### config.mk
export PLATFORM = sky130hd
export DESIGN_NAME = logic_unit_arbiter
export DESIGN_NICKNAME = d
export VERILOG_FILES = /design/src/rtl/logic_unit_arbiter.sv
export SDC_FILE = /design/constraint.sdc
export NUM_CORES = 1
export LEC_CHECK = 0
export CORE_AREA = 2 2 95 97
export DETAILED_ROUTE_END_ITERATION = 12
export DIE_AREA = 0 0 97 99
export DONT_BUFFER_PORTS = 1
export SETUP_SLACK_MARGIN = 0.3
export SLEW_MARGIN = 5
export SYNTH_ARGS = -nofsm -noshare
export SYNTH_HDL_FRONTEND = slang
export SYNTH_SLANG_ARGS = --single-unit
### constraint.sdc
create_clock -name clk -period 1.7 [get_ports clk]
set_input_delay 0.34 -clock clk [delete_from_list [all_inputs] [get_ports clk]]
set_output_delay 0.34 -clock clk [all_outputs]
set_load 0.01 [all_outputs]
### src/rtl/logic_unit_arbiter.sv
`default_nettype none
// ============================================================================
// Module      : logic_unit_arbiter
// Description : Round-robin arbiter that shares one registered NOT/AND/OR/XOR
//               logic unit among four requesters (IDLE/EXEC sequencer).
// Revision    : 1.0 - initial release
// ============================================================================
module logic_unit_arbiter #(
    parameter int WIDTH = 8
) (
    input  logic                 clk,
    input  logic                 rst,
    input  logic [3:0]           req,
    input  logic [7:0]           req_op,
    input  logic [4*WIDTH-1:0]   req_a,
    input  logic [4*WIDTH-1:0]   req_b,
    output logic [3:0]           gnt,
    output logic                 busy,
    output logic                 done,
    output logic [1:0]           done_id,
    output logic [WIDTH-1:0]     result,
    output logic [15:0]          op_count
);

    localparam logic [0:0] c_IDLE = 1'b0;
    localparam logic [0:0] c_EXEC = 1'b1;

    localparam logic [1:0] c_OP_NOT = 2'b00;
    localparam logic [1:0] c_OP_AND = 2'b01;
    localparam logic [1:0] c_OP_OR  = 2'b10;

    logic [0:0]       state_q, state_d;
    logic [1:0]       last_q, last_d;
    logic [1:0]       owner_q, owner_d;
    logic [1:0]       op_q, op_d;
    logic [WIDTH-1:0] a_q, a_d;
    logic [WIDTH-1:0] b_q, b_d;
    logic [3:0]       gnt_q, gnt_d;
    logic             busy_q, busy_d;
    logic             done_q, done_d;
    logic [1:0]       done_id_q, done_id_d;
    logic [WIDTH-1:0] result_q, result_d;
    logic [15:0]      op_count_q, op_count_d;

    logic [1:0]       w_op [4];
    logic [WIDTH-1:0] w_a  [4];
    logic [WIDTH-1:0] w_b  [4];
    logic             w_found;
    logic [1:0]       w_winner;
    logic [1:0]       w_cand;
    logic [WIDTH-1:0] w_alu;

    for (genvar i = 0; i < 4; i++) begin : g_unpack
        assign w_op[i] = req_op[2*i +: 2];
        assign w_a[i]  = req_a[i*WIDTH +: WIDTH];
        assign w_b[i]  = req_b[i*WIDTH +: WIDTH];
    end

    // Search begins one past the last served requester; the 4th probe is last itself.
    always_comb begin
        w_found  = 1'b0;
        w_winner = last_q;
        w_cand   = last_q;
        for (int k = 1; k <= 4; k++) begin
            w_cand = last_q + 2'(k);
            if (!w_found && req[w_cand]) begin
                w_found  = 1'b1;
                w_winner = w_cand;
            end
        end
    end

    always_comb begin
        case (op_q)
            c_OP_NOT: w_alu = ~a_q;
            c_OP_AND: w_alu = a_q & b_q;
            c_OP_OR:  w_alu = a_q | b_q;
            default:  w_alu = a_q ^ b_q;
        endcase
    end

    always_ff @(posedge clk) begin
        if (rst) begin
            state_q    <= c_IDLE;
            last_q     <= 2'd3;
            owner_q    <= 2'd0;
            op_q       <= 2'd0;
            a_q        <= '0;
            b_q        <= '0;
            gnt_q      <= 4'd0;
            busy_q     <= 1'b0;
            done_q     <= 1'b0;
            done_id_q  <= 2'd0;
            result_q   <= '0;
            op_count_q <= 16'd0;
        end else begin
            state_q    <= state_d;
            last_q     <= last_d;
            owner_q    <= owner_d;
            op_q       <= op_d;
            a_q        <= a_d;
            b_q        <= b_d;
            gnt_q      <= gnt_d;
            busy_q     <= busy_d;
            done_q     <= done_d;
            done_id_q  <= done_id_d;
            result_q   <= result_d;
            op_count_q <= op_count_d;
        end
    end

    always_comb begin
        state_d = state_q;
        case (state_q)
            c_IDLE:  if (w_found) state_d = c_EXEC;
            default: state_d = c_IDLE;
        endcase
    end

    always_comb begin
        last_d     = last_q;
        owner_d    = owner_q;
        op_d       = op_q;
        a_d        = a_q;
        b_d        = b_q;
        gnt_d      = 4'd0;
        busy_d     = 1'b0;
        done_d     = 1'b0;
        done_id_d  = done_id_q;
        result_d   = result_q;
        op_count_d = op_count_q;
        case (state_q)
            c_IDLE: begin
                if (w_found) begin
                    gnt_d   = 4'b0001 << w_winner;
                    busy_d  = 1'b1;
                    owner_d = w_winner;
                    op_d    = w_op[w_winner];
                    a_d     = w_a[w_winner];
                    b_d     = w_b[w_winner];
                end
            end
            default: begin
                result_d   = w_alu;
                done_d     = 1'b1;
                done_id_d  = owner_q;
                last_d     = owner_q;
                op_count_d = op_count_q + 16'd1;
            end
        endcase
    end

    assign gnt      = gnt_q;
    assign busy     = busy_q;
    assign done     = done_q;
    assign done_id  = done_id_q;
    assign result   = result_q;
    assign op_count = op_count_q;

endmodule
`default_nettype wire
==> reports/metrics.cfg <==
[run_status]
outcome=finished, final reports clean

[floorplanning]
die_y_um=99
die_w_um=97
initial_utilization_pct=34.6
core_area_um2=8550
ios=110
row_count=34
die_area_um2=9600

[drt]
drtPass1Iterations=4
drc=0
avgViaCountPerCell=5.22
finalWirelength_mm=7.40
drt-wirelength-per-cell_um=16.5
ant_nets=0
first_iter_violations=45
vias=2334

[critical_path]
cp_slowest_stage_delay_ns=0.39
cp_max_fo=7
worst_path_max_delay_cell=dfxtp_4
cp.arrival_ns=1.92
worstReg2RegEnd=op_q[0]
r2r_start=last_q[1]
end_kind=register
r2r_cells=7
path_class=register to register
crit_path_start_kind=register
reg2reg_slack_ns=0.005
critPathRequiredTime_ns=1.92
worstPathCellList=mux2i_4 -> nor2_2 -> nor3_4 -> buf_12 -> clkbuf_16 -> mux2_4 -> o211ai_1

[grt]
antenna_found_initial=0
busiest_layer=met2
use_met3_pct=4.11
grt_max_degree=34
use_met2_pct=25.6
use_met1_pct=17.9
grt_use_total_pct=14.6
grt_pass1_vias=2169
overflow=0
grt_pass1_wl_mm=11.3

[finish]
final_net_count=433
layout-drive-gt1-share_pct=20.1
fillers=853
area_growth_pct=20.0
mostFrequentLayoutCells=45 x nor2_1, 45 x mux2i_1, 42 x dfxtp_1, 26 x nand2_1
num_antenna_cells=0

[timing]
finalMaxSlewViolations=0
slew-limit-headroom_pct=64.8
tightest_slew_ns=0.527
rsz0062_at_grt=true
fmax_ghz=0.590
hold_ws_ns=0.0876
clock_skew_ns=0.00562
fin_crit_sh_pct=99.7
finalHoldViolations=0
worst_slack_ns=0.00484
setup-violations-final=0
finalCriticalPeriod_ns=1.70

[cts]
clkTransAtPathRegs_ns=0.09
cts-root-buf=clkbuf_8
clockBufferDepth=2
cts_buffers=5
htreeDepth=2
cts_tree=built
hold_buffers=0
clkLatencyLatePin_ns=0.30
cts.sinks=54

[placement]
dp_hpwl_mm=4.50
place_ws_ns=0.0657
gp_congestion=0.774
place.port_buffers=0

[run]
cap_violations=0

[min_path]
hp-class=primary input to register
min-delay-start=rst
hold_end=op_count[6]
hold_depth=1

[pwr]
power.leakage_nw=1.47
ir_drop_uv=378
power_density_nw_per_um2=891

[logic_synthesis]
yosys_warnings=0
synth_cell_types=38
synth_fp_nets=424
yosysSeqAreaShare_pct=36.6
synth-seq-cells=54
netlist_area_um2=2960
syn_inst=329
avgSynthCellArea_um2=8.98

==> routing by layer <==
metal  vias up  share of wire, %
met4         0              0.30
met2        78                50
li1       1170                 -
met1      1083                44
met5         -                 0
met3         3               6.0
==> cell usage after synthesis <==
library cell  instances  area [um^2]
a211o_1               2         17.5
a211oi_1              9         67.6
a21o_1                1         7.51
a21oi_1              20          100
a31oi_2               1         12.5
and3_1                2         12.5
and4_1                1         8.76
and4_4                2         22.5
buf_1                 1         3.75
buf_2                 4         20.0
buf_4                 1         7.51
buf_6                 3         33.8
clkbuf_1             14         52.6
dfxtp_1              54         1080
ha_1                 17          213
inv_1                17         63.8
mux2_1                1         11.3
mux2i_1              47          470
nand2_1              27          101
nand2b_1              3         18.8
nand3_1               4         20.0
nand3_4               1         17.5
nand3b_1              1         7.51
nand4_1               4         25.0
nor2_1               47          176
nor2_2                1         6.26
nor2b_1               3         18.8
nor3_1                1         5.00
nor3_2                1         10.0
nor3_4                1         16.3
nor3b_1               1         7.51
nor4_4                1         21.3
o211ai_1              1         7.51
o21ai_0               3         15.0
o221ai_1             17          149
or3_1                 2         12.5
xnor2_1               2         17.5
xor2_1               11         96.3
==> cells by family after synthesis <==
kind of cell / synth area share, %
AND/OR/NAND/NOR: 17.2
AO/OA/AOI/OAI: 12.7
flip-flops: 36.6
multiplexers: 16.3
buffers and inverters: 6.14
adder cells (fa/ha/maj): 7.20
XOR/XNOR: 3.85
==> worst max-delay path by stage <==
stage               endpoint      start
detailed placement    a_q[5]  last_q[1]
finish               op_q[0]  last_q[1]
floorplan            op_q[0]  last_q[1]
global placement     op_q[1]  last_q[1]
CTS                   a_q[5]  last_q[1]
global route          b_q[6]  last_q[1]
==> through the flow <==
stage          cells  instance area (um^2)  utilization (%)  setup TNS (ns)  total power [mW]
2_1_floorplan    329                  2990                -               0              2.10
3_3_place_gp     426                  3110             36.3               0              2.20
3_5_place_dp     426                  3110             36.3               0              2.23
4_1_cts          441                  3350             39.2               0              3.10
5_1_grt          447                  3550             41.5          -0.826              3.37
6_report         447                  3550             41.5               0              3.16
==> critical path, delay by kind of cell (launching register included) <==
family / cells / cell delay (ns)
AO/OA/AOI/OAI: 1 / 0.08
buffers and inverters: 2 / 0.37
flip-flops: 1 / 0.39
multiplexers: 2 / 0.53
AND/OR/NAND/NOR: 2 / 0.23
==> registers in the layout, summed over array words and instances (netlist names), 2 cells and up <==
signal    flops
a_q           8
b_q           8
done_id       2
gnt           4
last_q        2
op_count     16
op_q          2
owner_q       2
result        8
==> what timing repair did <==
| action | in CTS | in global routing |
|---|---|---|
| cloned | 3 | 3 |
| buffers inserted | 4 | 3 |
| resized for setup | 10 | 28 |
| pin swaps | 4 | 5 |
| setup endpoints to repair | 25 | 35 |
==> power by group <==
group	leakage (nW)	total [mW]	switching, mW	internal (mW)
Clock	0.0455	0.742	0.408	0.334
Sequential	0.448	1.52	0.137	1.38
Combinational	0.978	0.900	0.432	0.469
==> cell type report <==
type / count / area (um^2) / area share (%)
sequential: 54 / 1110 / 31.3
inverter: 17 / 63.8 / 1.80
timing repair buffer: 25 / 364 / 10.3
clock buffer: 8 / 90.1 / 2.54
tap: 108 / 135 / 3.81
multi-input combinational: 235 / 1790 / 50.3
No activity file was read; power rests on OpenSTA's default activity.
